===== src/rtl/ras_fifo_arb.sv =====
// ras_fifo_arb: front-end controller for the return-address spill FIFO.
// Round-robin arbitration of two producers onto the FIFO push port,
// occupancy tracking, valid/ready dequeue port, and FIFO reset sequencing
// after power-on and on pipeline flush.
module ras_fifo_arb #(
    parameter int DEPTH  = 1024,
    parameter int WIDTH  = 36,
    parameter bit BYPASS = 1'b1
) (
    input  logic                       clk,
    input  logic                       rst,
    input  logic                       flush,
    input  logic                       req0_valid,
    input  logic [WIDTH-1:0]           req0_data,
    output logic                       req0_ready,
    input  logic                       req1_valid,
    input  logic [WIDTH-1:0]           req1_data,
    output logic                       req1_ready,
    output logic                       deq_valid,
    output logic [WIDTH-1:0]           deq_data,
    input  logic                       deq_ready,
    output logic                       fifo_rst,
    output logic                       fifo_push,
    output logic                       fifo_pop,
    output logic [WIDTH-1:0]           fifo_din,
    input  logic                       fifo_empty,
    input  logic [WIDTH-1:0]           fifo_dout,
    output logic [$clog2(DEPTH):0]     count,
    output logic                       full,
    output logic                       desync
);

    localparam int CW = $clog2(DEPTH) + 1;
    localparam logic [CW-1:0] DEPTH_C = CW'(DEPTH);

    typedef enum logic [1:0] {
        S_INIT  = 2'd0,
        S_RUN   = 2'd1,
        S_FLUSH = 2'd2
    } state_e;

    state_e          state_q, state_d;
    logic            rr_q, rr_d;
    logic [CW-1:0]   count_q, count_d;
    logic            desync_q, desync_d;

    logic            open_w;
    logic            grant0, grant1;
    logic            push0, push1;

    // State register plus occupancy, round-robin pointer and sticky desync flag.
    // NOTE: sequential state uses non-blocking assignments so every flop samples
    // pre-edge values, independent of block ordering.
    always_ff @(posedge clk or negedge rst) begin
        if (!rst) begin
            state_q  <= S_INIT;
            rr_q     <= 1'b0;
            count_q  <= '0;
            desync_q <= 1'b0;
        end else begin
            state_q  <= state_d;
            rr_q     <= rr_d;
            count_q  <= count_d;
            desync_q <= desync_d;
        end
    end

    // Next-state logic: INIT always runs one FIFO-reset cycle; FLUSH holds
    // the FIFO in reset for as long as flush stays high.
    // NOTE: every combinational output gets a default first so no path can
    // leave it unassigned and infer a latch.
    always_comb begin
        state_d = state_q;
        unique case (state_q)
            S_INIT:  state_d = S_RUN;
            S_RUN:   if (flush) state_d = S_FLUSH;
            S_FLUSH: if (!flush) state_d = S_RUN;
            default: state_d = S_INIT;
        endcase
    end

    // Handshake gating, arbitration, occupancy and desync detection.
    always_comb begin
        open_w     = (state_q == S_RUN) && !flush;
        full       = (count_q == DEPTH_C);

        // The requester not favoured by rr still wins when the other is idle.
        grant0     = req0_valid && (!req1_valid || (rr_q == 1'b0));
        grant1     = req1_valid && (!req0_valid || (rr_q == 1'b1));

        // Full blocks the push even when a pop happens in the same cycle, so
        // occupancy never depends on same-cycle read/write ordering at the FIFO.
        req0_ready = open_w && !full && grant0;
        req1_ready = open_w && !full && grant1;
        push0      = req0_ready && req0_valid;
        push1      = req1_ready && req1_valid;
        fifo_push  = push0 || push1;
        fifo_din   = grant1 ? req1_data : req0_data;

        // With bypass, an entry pushed into an empty FIFO is offered at once
        // through the FIFO's write-through dout.
        deq_valid  = open_w && ((count_q != '0) || (BYPASS && fifo_push));
        fifo_pop   = deq_valid && deq_ready;

        // Hand priority to the other requester after each accepted push.
        rr_d       = fifo_push ? push0 : rr_q;

        count_d    = count_q;
        if ((state_q != S_RUN) || flush) begin
            count_d = '0;
        end else if (fifo_push && !fifo_pop) begin
            count_d = count_q + 1'b1;
        end else if (fifo_pop && !fifo_push) begin
            count_d = count_q - 1'b1;
        end

        desync_d   = desync_q ||
                     ((state_q == S_RUN) && (fifo_empty != (count_q == '0)));
    end

    assign fifo_rst = (state_q != S_RUN);
    assign deq_data = fifo_dout;
    assign count    = count_q;
    assign desync   = desync_q;

endmodule


===== config.mk =====
export PLATFORM = sky130hd
export DESIGN_NAME = ras_fifo_arb
export DESIGN_NICKNAME = d
export VERILOG_FILES = /design/src/rtl/ras_fifo_arb.sv
export SDC_FILE = /design/constraint.sdc
export NUM_CORES = 1
export LEC_CHECK = 0
export ABC_AREA = 1
export CORE_MARGIN = 10
export CORE_UTILIZATION = 30
export CTS_CLUSTER_DIAMETER = 100
export DETAILED_ROUTE_END_ITERATION = 7
export PLACE_DENSITY = 0.8
export SLEW_MARGIN = 25
export SYNTH_ARGS = -nofsm -noshare
export SYNTH_HDL_FRONTEND = slang
export SYNTH_SLANG_ARGS = --single-unit

===== constraint.sdc =====
create_clock -name clk -period 4.9 [get_ports clk]
set_clock_uncertainty 0.1 [all_clocks]
set_input_delay 0.98 -clock clk [delete_from_list [all_inputs] [get_ports clk]]
set_output_delay 0.98 -clock clk [all_outputs]
set_load 0.01 [all_outputs]

; Yosys cells after proc, flatten, opt, wreduce, memory -nomap -nowiden
; Index checks and enable logic that the tools add are counted.
[word_totals]
regBits = 15
output_inout_bits = 91
elab_cells = 51
[classes]
bitwise_logic = 1
muxes = 7
reduce_logical = 30
addsub = 2
eq_ne = 7
[op_table]
columns = op, count
row1 = 36-bit 2-to-1 mux, 1
row2 = 11-bit 2-to-1 mux, 3
row3 = 1-bit logical AND, 13
row4 = 11-bit by 1-bit adder with 11-bit output (second input constant), 1
row5 = 11-bit == test (second input constant), 1
row6 = 11-bit logical NOT, 1
row7 = 11-bit nonzero test, 1
row8 = 11-bit by 1-bit subtractor with 11-bit output (second input constant), 1
row9 = 1-bit logical NOT, 6
row10 = 1-bit logical OR, 6
row11 = 2-bit case mux with 3 select lines, 1
row12 = 2-bit 2-to-1 mux, 2
row13 = 2-bit inequality test (second input constant), 2
row14 = 3-bit nonzero test, 1
row15 = 2-bit by 1-bit == test with 1-bit output (second input constant), 1
row16 = 2-bit == test (second input constant), 1
row17 = 2-bit logical NOT, 1
row18 = 2-bit by 1-bit inequality test with 1-bit output (second input constant), 1
row19 = 2-bit AND reduction, 1
row20 = 1-bit inequality test, 1
row21 = 1-bit inverter, 1

; Depth between registers and ports, before layout
; Gate-level depths: netlist (run 1).
[logic_depth]
word_depth = 13
mapped_depth = 19
ltp_nobuf = 19

; Least setup slack after synthesis (run 1)
; Ideal clock, no wire load.
[synth_timing]
path_kind = input to register
from = input port req1_valid
to = register count_q[8] (netlist: count[8])
arrival_ns = 2.877
setup_time_ns = 0.119
slack_ns = 1.803
cell_stages = 15
path_cell_list = inv_1 > a21oi_1 > buf_4 > o211ai_1 > nand2_1 > nand3_1 > ha_1 > inv_1 > ha_1 > a21oi_1 > nor2_1 > nor2_1 > nand2_1 > nor2_1 > o21ai_2
[synth_between]
elab_chain_cells = 13
word_cells_on_any_way = 19
cone_classes = 2 x mux / 17 x reduce/logical
[synth_lines]
columns = item, line
row1 = from (decl), 16  ; input logic req1_valid,
row2 = 1-bit logical NOT, 88  ; grant0 = req0_valid && (!req1_valid || (rr_q == 1'b0));
row3 = 1-bit logical OR, 88
row4 = 1-bit logical AND, 88
row5 = 1-bit logical AND, 93  ; req0_ready = open_w && !full && grant0;
row6 = 1-bit logical AND, 95  ; push0 = req0_ready && req0_valid;
row7 = 1-bit logical OR (*), 97  ; fifo_push = push0 || push1;
row8 = 1-bit logical OR, 102  ; deq_valid = open_w && ((count_q != '0) || (BYPASS && fifo_push));
row9 = 1-bit logical AND, 102
row10 = 1-bit logical AND, 103  ; fifo_pop = deq_valid && deq_ready;
row11 = 1-bit logical NOT, 111  ; end else if (fifo_push && !fifo_pop) begin
row12 = 1-bit logical AND, 111
row13 = 11-bit 2-to-1 mux, 111
row14 = 11-bit 2-to-1 mux, 109  ; if ((state_q != S_RUN) || flush) begin
row15 = to (signal assigned), 63  ; count_q <= count_d;
row16 = to (decl), 44  ; logic [CW-1:0] count_q, count_d;
; Mark *: on every way between the ends. The rest lies on a longest branch, timed or not.
; A chain may end at the register's enable or synchronous reset.

; Worst setup path in the final report (run 1)
[layout_timing]
from = input port req0_valid
to = output port fifo_din[18]
[layout_between]
elab_chain_cells = 4
[layout_lines]
columns = item, line
row1 = from (decl), 13  ; input logic req0_valid,
row2 = 1-bit logical NOT, 89  ; grant1 = req1_valid && (!req0_valid || (rr_q == 1'b1));
row3 = 1-bit logical OR, 89
row4 = 1-bit logical AND, 89
row5 = 36-bit 2-to-1 mux, 98  ; fifo_din = grant1 ? req1_data : req0_data;
row6 = to (decl), 25  ; output logic [WIDTH-1:0] fifo_din,
; No other way between the ends.

==> impl_metrics.prom, run 1 <==
# TYPE chip_impl_metric gauge
chip_impl_info{name="status",value="completed"} 1
chip_impl_metric{name="die_area",unit="sq um"} 10500
chip_impl_metric{name="post_synthesis_instance_area",unit="sq um"} 2030
chip_impl_metric{name="p_comb_frac",unit=""} 0.755
chip_impl_metric{name="std_cell_rows",unit=""} 29
chip_impl_metric{name="report.final.setup_viol",unit=""} 0
chip_impl_metric{name="first_pass_grt_wire_length",unit="mm"} 12.2
chip_impl_metric{name="synthesis.nets",unit=""} 474
chip_impl_metric{name="p_sw_frac",unit=""} 0.497
chip_impl_metric{name="postSynthAreaPerCell",unit="sq um"} 5.85
chip_impl_metric{name="tns",unit="ns"} 0
chip_impl_metric{name="post-cts-setup-buffers",unit=""} 0
chip_impl_info{name="holdPathEnd",value="desync$_DFF_PN0_"} 1
chip_impl_info{name="critPathSlowestCell",value="clkdlybuf4s50_1"} 1
chip_impl_metric{name="seq_power_share",unit=""} 0.158
chip_impl_metric{name="yosysUniqueCellTypes",unit=""} 27
chip_impl_metric{name="regToRegSetupSlack",unit="ns"} 1.87
chip_impl_metric{name="detailed_route_wl",unit="mm"} 8.10
chip_impl_metric{name="timing.max_slew.rel_slack",unit=""} 0.526
chip_impl_metric{name="max_freq",unit="GHz"} 0.253
chip_impl_info{name="netlist_top_cells_count",value="nand2_1 (171), buf_4 (37), inv_1 (31)"} 1
chip_impl_metric{name="cts_made_buffers",unit=""} 3
chip_impl_metric{name="gp_congestion",unit=""} 0.873
chip_impl_metric{name="antenna_cells",unit=""} 0
chip_impl_metric{name="ant_nets",unit=""} 0
chip_impl_metric{name="cp_num_buf_inv",unit=""} 3
chip_impl_metric{name="seq_area_frac_synth",unit=""} 0.185
chip_impl_metric{name="power_density",unit="nW/um^2"} 385
chip_impl_info{name="cell_with_the_most_instances_after_synthesis",value="nand2_1"} 1
chip_impl_metric{name="post_dp_cell_area",unit="sq um"} 3150
chip_impl_metric{name="finalCriticalPeriod",unit="ns"} 3.95
chip_impl_info{name="cell_chain_critical_path",value="clkdlybuf4s50_1 -> a21oi_2 -> buf_4 -> nand2_1 -> nand2_1 -> clkdlybuf4s50_1"} 1
chip_impl_metric{name="total_number_of_yosys_warnings",unit=""} 0
chip_impl_info{name="hold_path.class",value="reg2reg"} 1
chip_impl_metric{name="overall_global_routing_usage",unit=""} 0.145
chip_impl_info{name="min_from",value="desync$_DFF_PN0_"} 1
chip_impl_metric{name="grt_pass1_vias",unit=""} 2326
chip_impl_info{name="ctsRootBufferMaster",value="clkbuf_8"} 1
chip_impl_metric{name="final_net_count",unit=""} 569
chip_impl_metric{name="grt_antenna_before_repair",unit=""} 0
chip_impl_metric{name="min_path_cells",unit=""} 1
chip_impl_metric{name="crit_arrival",unit="ns"} 2.87
chip_impl_metric{name="async_set_or_reset_flop_fraction_in_the_synthesized_netlist",unit=""} 1.00
chip_impl_metric{name="drt-pass1-iter-count",unit=""} 4
chip_impl_metric{name="hold_violations",unit=""} 0
chip_impl_info{name="netlist.top_cell.by_area",value="nand2_1"} 1
chip_impl_metric{name="globalRoute.totalOverflow",unit=""} 0
chip_impl_metric{name="drive_above_1_share",unit=""} 0.0476
chip_impl_metric{name="clock_tree.htree_level_count",unit=""} 1
chip_impl_metric{name="max_cap_violations",unit=""} 0
chip_impl_metric{name="fin_crit_sh",unit=""} 0.807
chip_impl_metric{name="detailedPlacementHpwl",unit="mm"} 6.88
chip_impl_metric{name="portBuffers",unit=""} 133
chip_impl_info{name="ys.flop_type",value="dfrtp_1"} 1
chip_impl_metric{name="post_cts.resized_instances",unit=""} 0
chip_impl_metric{name="grt_start_max_net_pins",unit=""} 37
chip_impl_metric{name="drcViolationCount",unit=""} 0
chip_impl_metric{name="slew_viols_final",unit=""} 0
chip_impl_metric{name="floorplan.die.height",unit="um"} 102
chip_impl_metric{name="routed_wire_length_per_instance",unit="um"} 15.6
chip_impl_info{name="synth_top_cells_by_area",value="nand2_1 (32%), dfrtp_1 (18%), buf_4 (14%)"} 1
chip_impl_metric{name="synthesis.instances",unit=""} 347
chip_impl_info{name="startpoint_type",value="primary input"} 1
chip_impl_metric{name="synth_edf_count",unit=""} 0
chip_impl_metric{name="clock_latency_of_the_later_clocked_register_in_the_worst_skew_pair",unit="ns"} 0.26
chip_impl_metric{name="pin_slew_with_the_least_headroom_to_its_limit",unit="ns"} 0.708
chip_impl_metric{name="start_util",unit=""} 0.314
chip_impl_metric{name="clkSinkCount",unit=""} 15
chip_impl_metric{name="pint",unit="uW"} 619
chip_impl_info{name="timing.critical_path.to_type",value="output port"} 1
chip_impl_metric{name="clock_transition_time_at_the_flip_flop_clock_pins_of_the_worst_setup_and_hold_paths",unit="ns"} 0.07
chip_impl_metric{name="final.fill_count",unit=""} 641
chip_impl_metric{name="route.vias.total",unit=""} 2420
chip_impl_metric{name="post_cts_hold_buffer_count",unit=""} 0
chip_impl_metric{name="critPathMaxStageDelay",unit="ns"} 0.55
chip_impl_metric{name="design.core.area",unit="sq um"} 6460
chip_impl_info{name="worst_flop_to_flop_path_endpoint",value="count[8]$_DFFE_PN0P_"} 1
chip_impl_metric{name="cp_max_fo",unit=""} 31
chip_impl_metric{name="cellLeakagePower",unit="uW"} 0.00167
chip_impl_metric{name="drt-vias-per-instance",unit=""} 4.67
chip_impl_metric{name="power_frac_clock",unit=""} 0.087
chip_impl_metric{name="die_w",unit="um"} 102
chip_impl_metric{name="finished_cell_area",unit="sq um"} 3200
chip_impl_info{name="rsz0062_at_grt",value="no"} 1
chip_impl_metric{name="worst_slack",unit="ns"} 0.946
chip_impl_info{name="crit-reg2reg-launch",value="count[0]$_DFFE_PN0P_"} 1
chip_impl_info{name="tritoncts",value="yes"} 1
chip_impl_info{name="worstSetupPathType",value="in2out"} 1
chip_impl_metric{name="p_sw",unit="uW"} 612
chip_impl_metric{name="yosysTopAreaCellShare",unit=""} 0.316
chip_impl_metric{name="rr_worst_depth",unit=""} 19
chip_impl_metric{name="ioPinCount",unit=""} 206
chip_impl_metric{name="clockBufferDepth",unit=""} 2
chip_impl_metric{name="drt_iter0_markers",unit=""} 55
chip_impl_metric{name="vdd.ir_drop.worst",unit="V"} 0.000224
chip_impl_info{name="critPathTopFamily",value="buffers and inverters"} 1
chip_impl_metric{name="ys_seq_elements",unit=""} 15
chip_impl_metric{name="pre_cts_slack",unit="ns"} 0.929
chip_impl_metric{name="layout.core_utilization",unit=""} 0.495
chip_impl_metric{name="layout-area-overhead-vs-synth",unit="%"} 57.6
chip_impl_metric{name="required_worst_endpoint",unit="ns"} 3.82
-- power groups by stage --
stage | sequential, uW | combinational [uW] | clock [uW]
3_5_place_dp | 197 | 935 | 0
4_1_cts | 195 | 939 | 111
2_1_floorplan | 198 | 591 | 0
3_3_place_gp | 195 | 911 | 0
6_report | 194 | 930 | 107
5_1_grt | 200 | 1050 | 119
-- flip-flops by register name, indices dropped and copies added, names as in the netlist --
register	cells
count	11
rr_q	1
desync	1
state_q	2
-- layout make-up --
type / count / area [sq um] / area share
Multi-Input combinational cell: 253 / 1200 / 0.376
Sequential cell: 15 / 375 / 0.117
Clock inverter: 1 / 5.00 / 0.00156
Timing Repair Buffer: 135 / 1350 / 0.421
Inverter: 34 / 130 / 0.0407
Clock buffer: 3 / 41.3 / 0.0129
Tap cell: 77 / 96.3 / 0.0301
-- kinds of logic (layout without fill, tap and decap cells) --
group | Yosys count | after routing | synth area share
simple gates | 217 | 217 | 0.436
flops | 15 | 15 | 0.185
fa+ha+maj | 12 | 12 | 0.0777
compound gates | 23 | 23 | 0.0734
buf+inv | 79 | 173 | 0.224
xor+xnor | 1 | 1 | 0.00432
-- layout by cell type, fill, tap and decap left out --
cell type / count
clkinv_2: 1
ha_1: 11
nor2_1: 21
nor2_2: 1
fa_1: 1
clkdlybuf4s50_1: 133
nor3_2: 1
nand4_1: 4
o211ai_1: 2
nor2_4: 1
o21bai_1: 1
xor2_1: 1
o21ai_2: 6
inv_4: 1
inv_2: 2
inv_1: 31
nor3_1: 2
nand3_1: 14
clkbuf_8: 3
o21ai_0: 5
dfrtp_1: 15
a21oi_2: 1
nor2_8: 1
a22o_1: 1
a21oi_1: 6
buf_4: 2
nand2_1: 171
o21ai_1: 1
nand2_4: 1
-- per-stage QoR --
stage	cells	power [uW]	hold slack (ns)
after floorplan	347	789	0.387
after global placement	514	1110	0.363
after detailed placement	514	1130	0.369
after CTS	518	1240	0.390
after global routing	518	1370	0.420
final	518	1230	0.381
-- metal layers --
metal  vias up  GRT usage  share of wire
li1       1220          -              -
met1      1078      0.172           0.39
met2       105      0.237           0.48
met3        17     0.0553           0.11
met4         0     0.0466          0.020
met5         -          0              0
-- worst max path at each step --
stage	start	to	depth (start not counted)
after global routing	req0_valid	fifo_din[18]	6
after floorplan	req1_valid	count[8]$_DFFE_PN0P_	15
after CTS	req0_valid	fifo_din[18]	6
after global placement	req0_valid	fifo_din[7]	7
after detailed placement	req0_valid	count[8]$_DFFE_PN0P_	15
final	req0_valid	fifo_din[18]	6
Power figures use the tool's default switching activity.
==> run 2, diff against run 1 <==
==> constraint.sdc (replaced) <==
create_clock -name clk -period 4 [get_ports clk]
set_clock_uncertainty 0.1 [all_clocks]
set_input_delay 0.8 -clock clk [delete_from_list [all_inputs] [get_ports clk]]
set_output_delay 0.8 -clock clk [all_outputs]
set_load 0.01 [all_outputs]
==> run 2 against run 1 <==
Net effect:
- die area is the same
- via count shrank 1.7%
- clock power grew 19%
- final cell count is the same
- sequential share of layout area is essentially flat
- total power grew 23%
- sequential power grew 23%
- worst hold slack lost 0.0014 ns
- design area grew 0.39%
- worst setup slack lost 0.51 ns
- critical path depth is the same
==> impl_metrics.prom, run 2 (same netlist as run 1, synthesis figures left out) <==
# TYPE chip_impl_metric gauge
chip_impl_metric{name="clockBufferDepth",unit=""} 2
chip_impl_metric{name="report.final.setup_viol",unit=""} 0
chip_impl_metric{name="ant_nets",unit=""} 0
chip_impl_metric{name="fin_crit_sh",unit=""} 0.892
chip_impl_metric{name="die_area",unit="sq um"} 10500
chip_impl_info{name="startpoint_type",value="primary input"} 1
chip_impl_metric{name="grt_start_max_net_pins",unit=""} 37
chip_impl_metric{name="ioPinCount",unit=""} 206
chip_impl_metric{name="required_worst_endpoint",unit="ns"} 3.10
chip_impl_info{name="status",value="completed"} 1
chip_impl_metric{name="max_freq",unit="GHz"} 0.280
chip_impl_info{name="rsz0062_at_grt",value="no"} 1
chip_impl_metric{name="regToRegSetupSlack",unit="ns"} 0.97
chip_impl_metric{name="route.vias.total",unit=""} 2378
chip_impl_metric{name="first_pass_grt_wire_length",unit="mm"} 12.0
chip_impl_metric{name="vdd.ir_drop.worst",unit="V"} 0.000300
chip_impl_info{name="cell_chain_critical_path",value="clkdlybuf4s50_1 -> a21oi_2 -> inv_1 -> buf_12 -> nor3_2 -> clkdlybuf4s50_1"} 1
chip_impl_info{name="worst_flop_to_flop_path_endpoint",value="count[5]$_DFFE_PN0P_"} 1
chip_impl_metric{name="gp_congestion",unit=""} 0.905
chip_impl_metric{name="whs",unit="ns"} 0.379
chip_impl_metric{name="p_sw_frac",unit=""} 0.496
chip_impl_metric{name="clkSinkCount",unit=""} 15
chip_impl_info{name="layout.cells.most_common",value="nand2_1"} 1
chip_impl_metric{name="max_cap_violations",unit=""} 0
chip_impl_metric{name="slew_viols_final",unit=""} 0
chip_impl_metric{name="min_path_cells",unit=""} 1
chip_impl_info{name="tritoncts",value="yes"} 1
chip_impl_metric{name="detailedPlacementHpwl",unit="mm"} 6.88
chip_impl_metric{name="place.detailed.instances",unit=""} 514
chip_impl_metric{name="largest_reg_flops",unit=""} 11
chip_impl_metric{name="hold_violations",unit=""} 0
chip_impl_metric{name="drive_above_1_share",unit=""} 0.0476
chip_impl_metric{name="drt_iter0_markers",unit=""} 72
chip_impl_metric{name="fin_total_pwr",unit="uW"} 1510
chip_impl_metric{name="final.fill_count",unit=""} 643
chip_impl_metric{name="layout-area-overhead-vs-synth",unit="%"} 58.2
chip_impl_metric{name="floorplan.die.height",unit="um"} 102
chip_impl_metric{name="finalCriticalPeriod",unit="ns"} 3.57
chip_impl_metric{name="cts_made_buffers",unit=""} 3
chip_impl_info{name="min_from",value="desync$_DFF_PN0_"} 1
chip_impl_metric{name="critPathMaxStageDelay",unit="ns"} 0.58
chip_impl_metric{name="grt_pass1_vias",unit=""} 2295
chip_impl_metric{name="std_cell_rows",unit=""} 29
chip_impl_metric{name="antenna_cells",unit=""} 0
chip_impl_info{name="crit-reg2reg-launch",value="count[0]$_DFFE_PN0P_"} 1
chip_impl_metric{name="power_density",unit="nW/um^2"} 471
chip_impl_metric{name="globalRoute.totalOverflow",unit=""} 0
chip_impl_metric{name="cp_max_fo",unit=""} 28
chip_impl_metric{name="design.core.area",unit="sq um"} 6460
chip_impl_info{name="hold_path.class",value="reg2reg"} 1
chip_impl_metric{name="seq_power_share",unit=""} 0.158
chip_impl_metric{name="portBuffers",unit=""} 133
chip_impl_metric{name="start_util",unit=""} 0.314
chip_impl_info{name="cp_common_cell",value="clkdlybuf4s50_1"} 1
chip_impl_metric{name="post_cts.resized_instances",unit=""} 0
chip_impl_info{name="timing.critical_path.to_type",value="output port"} 1
chip_impl_metric{name="p_sw",unit="uW"} 751
chip_impl_metric{name="routed_wire_length_per_instance",unit="um"} 15.5
chip_impl_metric{name="final_net_count",unit=""} 569
chip_impl_metric{name="finished_cell_area",unit="sq um"} 3210
chip_impl_metric{name="clock_latency_of_the_later_clocked_register_in_the_worst_skew_pair",unit="ns"} 0.25
chip_impl_info{name="ctsRootBufferMaster",value="clkbuf_8"} 1
chip_impl_info{name="critPathSlowestCell",value="clkdlybuf4s50_1"} 1
chip_impl_info{name="most-common-layout-cells",value="nand2_1 (171), clkdlybuf4s50_1 (133), inv_1 (31)"} 1
chip_impl_metric{name="tns",unit="ns"} 0
chip_impl_metric{name="post-cts-setup-buffers",unit=""} 0
chip_impl_metric{name="overall_global_routing_usage",unit=""} 0.142
chip_impl_info{name="holdPathEnd",value="desync$_DFF_PN0_"} 1
chip_impl_metric{name="timing.max_slew.rel_slack",unit=""} 0.522
chip_impl_metric{name="grt_antenna_before_repair",unit=""} 0
chip_impl_metric{name="clock_tree.htree_level_count",unit=""} 1
chip_impl_metric{name="post_cts_hold_buffer_count",unit=""} 0
chip_impl_metric{name="pin_slew_with_the_least_headroom_to_its_limit",unit="ns"} 0.715
chip_impl_metric{name="pint",unit="uW"} 763
chip_impl_metric{name="p_comb_frac",unit=""} 0.758
chip_impl_metric{name="cellLeakagePower",unit="uW"} 0.00167
chip_impl_metric{name="power_frac_clock",unit=""} 0.084
chip_impl_metric{name="detailed_route_wl",unit="mm"} 8.03
chip_impl_metric{name="drcViolationCount",unit=""} 0
chip_impl_metric{name="post_dp_cell_area",unit="sq um"} 3160
chip_impl_metric{name="finalNonFillerCells",unit=""} 518
chip_impl_info{name="worstSetupPathType",value="in2out"} 1
chip_impl_metric{name="crit_arrival",unit="ns"} 2.67
chip_impl_metric{name="drt-pass1-iter-count",unit=""} 4
chip_impl_metric{name="clock_transition_time_at_the_flip_flop_clock_pins_of_the_worst_setup_and_hold_paths",unit="ns"} 0.07
chip_impl_metric{name="drt-vias-per-instance",unit=""} 4.59
chip_impl_metric{name="rr_worst_depth",unit=""} 15
chip_impl_metric{name="die_w",unit="um"} 102
==> run 2: changes by cell type in the layout (fill, tap and decap cells not counted) <==
cell	change
buf_4	-1
buf_12	+1
==> run 2: power groups by stage <==
stage | sequential [uW] | clock, uW | combinational (uW)
finish | 239 | 127 | 1150
global route | 247 | 139 | 1300
CTS | 240 | 132 | 1160
detailed placement | 242 | 0 | 1150
global placement | 239 | 0 | 1120
floorplan | 242 | 0 | 724
==> run 2: layout make-up <==
| class | count | area [sq um] | area share |
|---|---|---|---|
| clock buffers | 3 | 41.3 | 0.0129 |
| clock inverters | 1 | 5.00 | 0.00156 |
| inverters | 34 | 130 | 0.0405 |
| multi-input cells | 253 | 1200 | 0.375 |
| flip-flops and latches | 15 | 375 | 0.117 |
| well taps | 77 | 96.3 | 0.0300 |
| repair buffers | 135 | 1360 | 0.423 |
==> run 2: routing by layer <==
metal	GRT usage	vias to the layer above	wire length (um)
li1	-	1222	-
met1	0.160	1030	3200
met2	0.250	113	3920
met3	0.0499	13	794
met4	0.0380	0	123
met5	0	-	0
==> run 2: worst max-delay path by stage <==
stage	start	endpoint	slack, ns	depth (start not counted)
floorplan	req1_valid	count[8]$_DFFE_PN0P_	1.08	15
global placement	req1_valid	req1_ready	0.42	7
detailed placement	flush	count[7]$_DFFE_PN0P_	0.37	14
CTS	req0_valid	req1_ready	0.41	6
global route	req0_valid	req1_ready	0.28	6
finish	req0_valid	req1_ready	0.43	6
==> run 2: per-stage QoR <==
step | util | setup slack [ns]
floorplan | - | 1.08
global placement | 0.490 | 0.424
detailed placement | 0.490 | 0.369
CTS | 0.497 | 0.410
global route | 0.497 | 0.284
finish | 0.497 | 0.432
==> run 2: critical path, delay by kind of cell <==
kind | cells | cell delay [ns]
AO/OA/AOI/OAI | 1 | 0.19
AND/OR/NAND/NOR | 1 | 0.20
buffers and inverters | 4 | 1.47
==> run 3, diff against run 2 <==
--- a/config.mk
+++ b/config.mk
@@ -9,6 +9,7 @@
 export CORE_MARGIN = 10
 export CORE_UTILIZATION = 30
 export CTS_CLUSTER_DIAMETER = 100
+export CTS_CLUSTER_SIZE = 20
 export DETAILED_ROUTE_END_ITERATION = 7
 export PLACE_DENSITY = 0.8
 export SLEW_MARGIN = 25
==> constraint.sdc (replaced) <==
create_clock -name clk -period 3.95 [get_ports clk]
set_clock_uncertainty 0.1 [all_clocks]
set_input_delay 0.79 -clock clk [delete_from_list [all_inputs] [get_ports clk]]
set_output_delay 0.79 -clock clk [all_outputs]
set_load 0.01 [all_outputs]
==> run 3 against run 2 <==
Net effect:
- final cell count did not move
- register-to-register slack got worse by 0.05 ns
- sequential share of layout area did not move
- critical path depth rose by 1
- routed wire length rose by 2.6%
- first-iteration DRC count down 11%
- worst setup slack worse by 0.056 ns
- non-clock buffer count did not move
- utilization stayed put
- largest power group unchanged
==> impl_metrics.prom, run 3 (same netlist as run 1, synthesis figures left out) <==
# TYPE chip_impl_metric gauge
chip_impl_info{name="status",value="completed"} 1
chip_impl_metric{name="clock_transition_time_at_the_flip_flop_clock_pins_of_the_worst_setup_and_hold_paths",unit="ns"} 0.07
chip_impl_metric{name="start_util",unit=""} 0.314
chip_impl_metric{name="required_worst_endpoint",unit="ns"} 3.06
chip_impl_metric{name="post_cts.resized_instances",unit=""} 0
chip_impl_metric{name="drive_above_1_share",unit=""} 0.0476
chip_impl_info{name="critPathSlowestCell",value="clkdlybuf4s50_1"} 1
chip_impl_metric{name="max_freq",unit="GHz"} 0.280
chip_impl_metric{name="detailedPlacementHpwl",unit="mm"} 7.00
chip_impl_metric{name="ant_nets",unit=""} 0
chip_impl_info{name="most-common-layout-cells",value="nand2_1 (171), clkdlybuf4s50_1 (133), inv_1 (31)"} 1
chip_impl_info{name="critPathLaunch",value="req0_valid"} 1
chip_impl_info{name="ctsRootBufferMaster",value="clkbuf_8"} 1
chip_impl_metric{name="finalCriticalPeriod",unit="ns"} 3.57
chip_impl_metric{name="vdd.ir_drop.worst",unit="V"} 0.000306
chip_impl_metric{name="cellLeakagePower",unit="uW"} 0.00167
chip_impl_metric{name="fin_crit_sh",unit=""} 0.905
chip_impl_metric{name="die_area",unit="sq um"} 10500
chip_impl_info{name="layout.cells.most_common",value="nand2_1"} 1
chip_impl_info{name="cell_chain_critical_path",value="clkdlybuf4s50_1 -> a21oi_2 -> inv_1 -> buf_12 -> nand2_1 -> nand2_1 -> clkdlybuf4s50_1"} 1
chip_impl_metric{name="clock_latency_of_the_later_clocked_register_in_the_worst_skew_pair",unit="ns"} 0.25
chip_impl_metric{name="globalRoute.totalOverflow",unit=""} 0
chip_impl_metric{name="std_cell_rows",unit=""} 29
chip_impl_metric{name="clockBufferDepth",unit=""} 2
chip_impl_info{name="startpoint_type",value="primary input"} 1
chip_impl_metric{name="cp_max_fo",unit=""} 27
chip_impl_metric{name="portBuffers",unit=""} 133
chip_impl_metric{name="timing.max_slew.rel_slack",unit=""} 0.509
chip_impl_metric{name="max_cap_violations",unit=""} 0
chip_impl_metric{name="fin_total_pwr",unit="uW"} 1540
chip_impl_metric{name="power_density",unit="nW/um^2"} 480
chip_impl_metric{name="grt_start_max_net_pins",unit=""} 37
chip_impl_metric{name="design.core.area",unit="sq um"} 6460
chip_impl_info{name="tritoncts",value="yes"} 1
chip_impl_info{name="min_from",value="desync$_DFF_PN0_"} 1
chip_impl_info{name="timing.critical_path.to_type",value="output port"} 1
chip_impl_metric{name="drt-vias-per-instance",unit=""} 4.61
chip_impl_metric{name="largest_reg_flops",unit=""} 11
chip_impl_metric{name="antenna_cells",unit=""} 0
chip_impl_metric{name="crit_arrival",unit="ns"} 2.68
chip_impl_metric{name="floorplan.die.height",unit="um"} 102
chip_impl_metric{name="final_net_count",unit=""} 569
chip_impl_info{name="crit-reg2reg-launch",value="count[4]$_DFFE_PN0P_"} 1
chip_impl_metric{name="routed_wire_length_per_instance",unit="um"} 15.9
chip_impl_metric{name="critPathMaxStageDelay",unit="ns"} 0.58
chip_impl_metric{name="detailed_route_wl",unit="mm"} 8.24
chip_impl_metric{name="gp_congestion",unit=""} 0.912
chip_impl_metric{name="clkSinkCount",unit=""} 15
chip_impl_metric{name="drcViolationCount",unit=""} 0
chip_impl_metric{name="cp_num_buf_inv",unit=""} 4
chip_impl_metric{name="report.final.setup_viol",unit=""} 0
chip_impl_metric{name="pin_slew_with_the_least_headroom_to_its_limit",unit="ns"} 0.734
chip_impl_metric{name="die_w",unit="um"} 102
chip_impl_metric{name="cts_made_buffers",unit=""} 3
chip_impl_metric{name="hold_violations",unit=""} 0
chip_impl_info{name="hold_path.class",value="reg2reg"} 1
chip_impl_metric{name="overall_global_routing_usage",unit=""} 0.145
chip_impl_metric{name="grt_pass1_vias",unit=""} 2347
chip_impl_metric{name="final.fill_count",unit=""} 642
chip_impl_metric{name="clock_tree.htree_level_count",unit=""} 1
chip_impl_metric{name="drt-pass1-iter-count",unit=""} 4
chip_impl_metric{name="layout-area-overhead-vs-synth",unit="%"} 58.2
chip_impl_info{name="rsz0062_at_grt",value="no"} 1
chip_impl_metric{name="drt_iter0_markers",unit=""} 64
chip_impl_metric{name="post-cts-setup-buffers",unit=""} 0
chip_impl_metric{name="post_cts_hold_buffer_count",unit=""} 0
chip_impl_info{name="worstSetupPathType",value="in2out"} 1
chip_impl_metric{name="first_pass_grt_wire_length",unit="mm"} 12.2
chip_impl_metric{name="route.vias.total",unit=""} 2388
chip_impl_metric{name="slew_viols_final",unit=""} 0
chip_impl_metric{name="ioPinCount",unit=""} 206
chip_impl_metric{name="grt_antenna_before_repair",unit=""} 0
chip_impl_metric{name="tns",unit="ns"} 0
chip_impl_info{name="critPathTopFamily",value="buffers and inverters"} 1
-- run 3: cell counts in the layout (fill, tap and decap cells not counted) --
No cell type changed its count.
-- run 3: path summary, 6_finish.rpt --
check                      slack, ns  depth (start not counted)              endpoint
max                             0.38                          7          fifo_din[21]
min                             0.39                          1      desync$_DFF_PN0_
max reg2reg                     0.92                         15  count[5]$_DFFE_PN0P_
min reg2reg                     0.39                          1      desync$_DFF_PN0_
max in group asynchronous       2.42                          1  count[8]$_DFFE_PN0P_
min in group asynchronous       0.87                          1  count[6]$_DFFE_PN0P_
-- run 3: final cells by class --
type                    count  area [sq um]  share of cell area
inverters                  34           130              0.0405
flip-flops and latches     15           375               0.117
multi-input cells         253          1200               0.375
repair buffers            135          1360               0.423
well taps                  77          96.3              0.0300
clock buffers               3          41.3              0.0129
clock inverters             1          5.00             0.00156
-- run 3: through the flow --
step,util,hold slack (ns),setup WS [ns],cells,area (sq um)
after floorplan,-,0.387,1.04,347,2030
after global placement,0.490,0.363,0.413,514,3160
after detailed placement,0.490,0.375,0.289,514,3160
after CTS,0.497,0.398,0.386,518,3210
after global routing,0.497,0.424,0.269,518,3210
final,0.497,0.391,0.376,518,3210
-- run 3: report_power, final --
| group | internal [uW] | switching [uW] | total [uW] |
|---|---|---|---|
| logic | 511 | 656 | 1170 |
| clock network | 70.0 | 62.1 | 132 |
| registers | 192 | 49.2 | 241 |
| total | 774 | 768 | 1540 |
-- run 3: metal layers --
layer / GRT usage / routed length, um
met5: 0 / 0
met4: 0.0423 / 161
met3: 0.0479 / 687
met2: 0.258 / 4130
met1: 0.159 / 3260
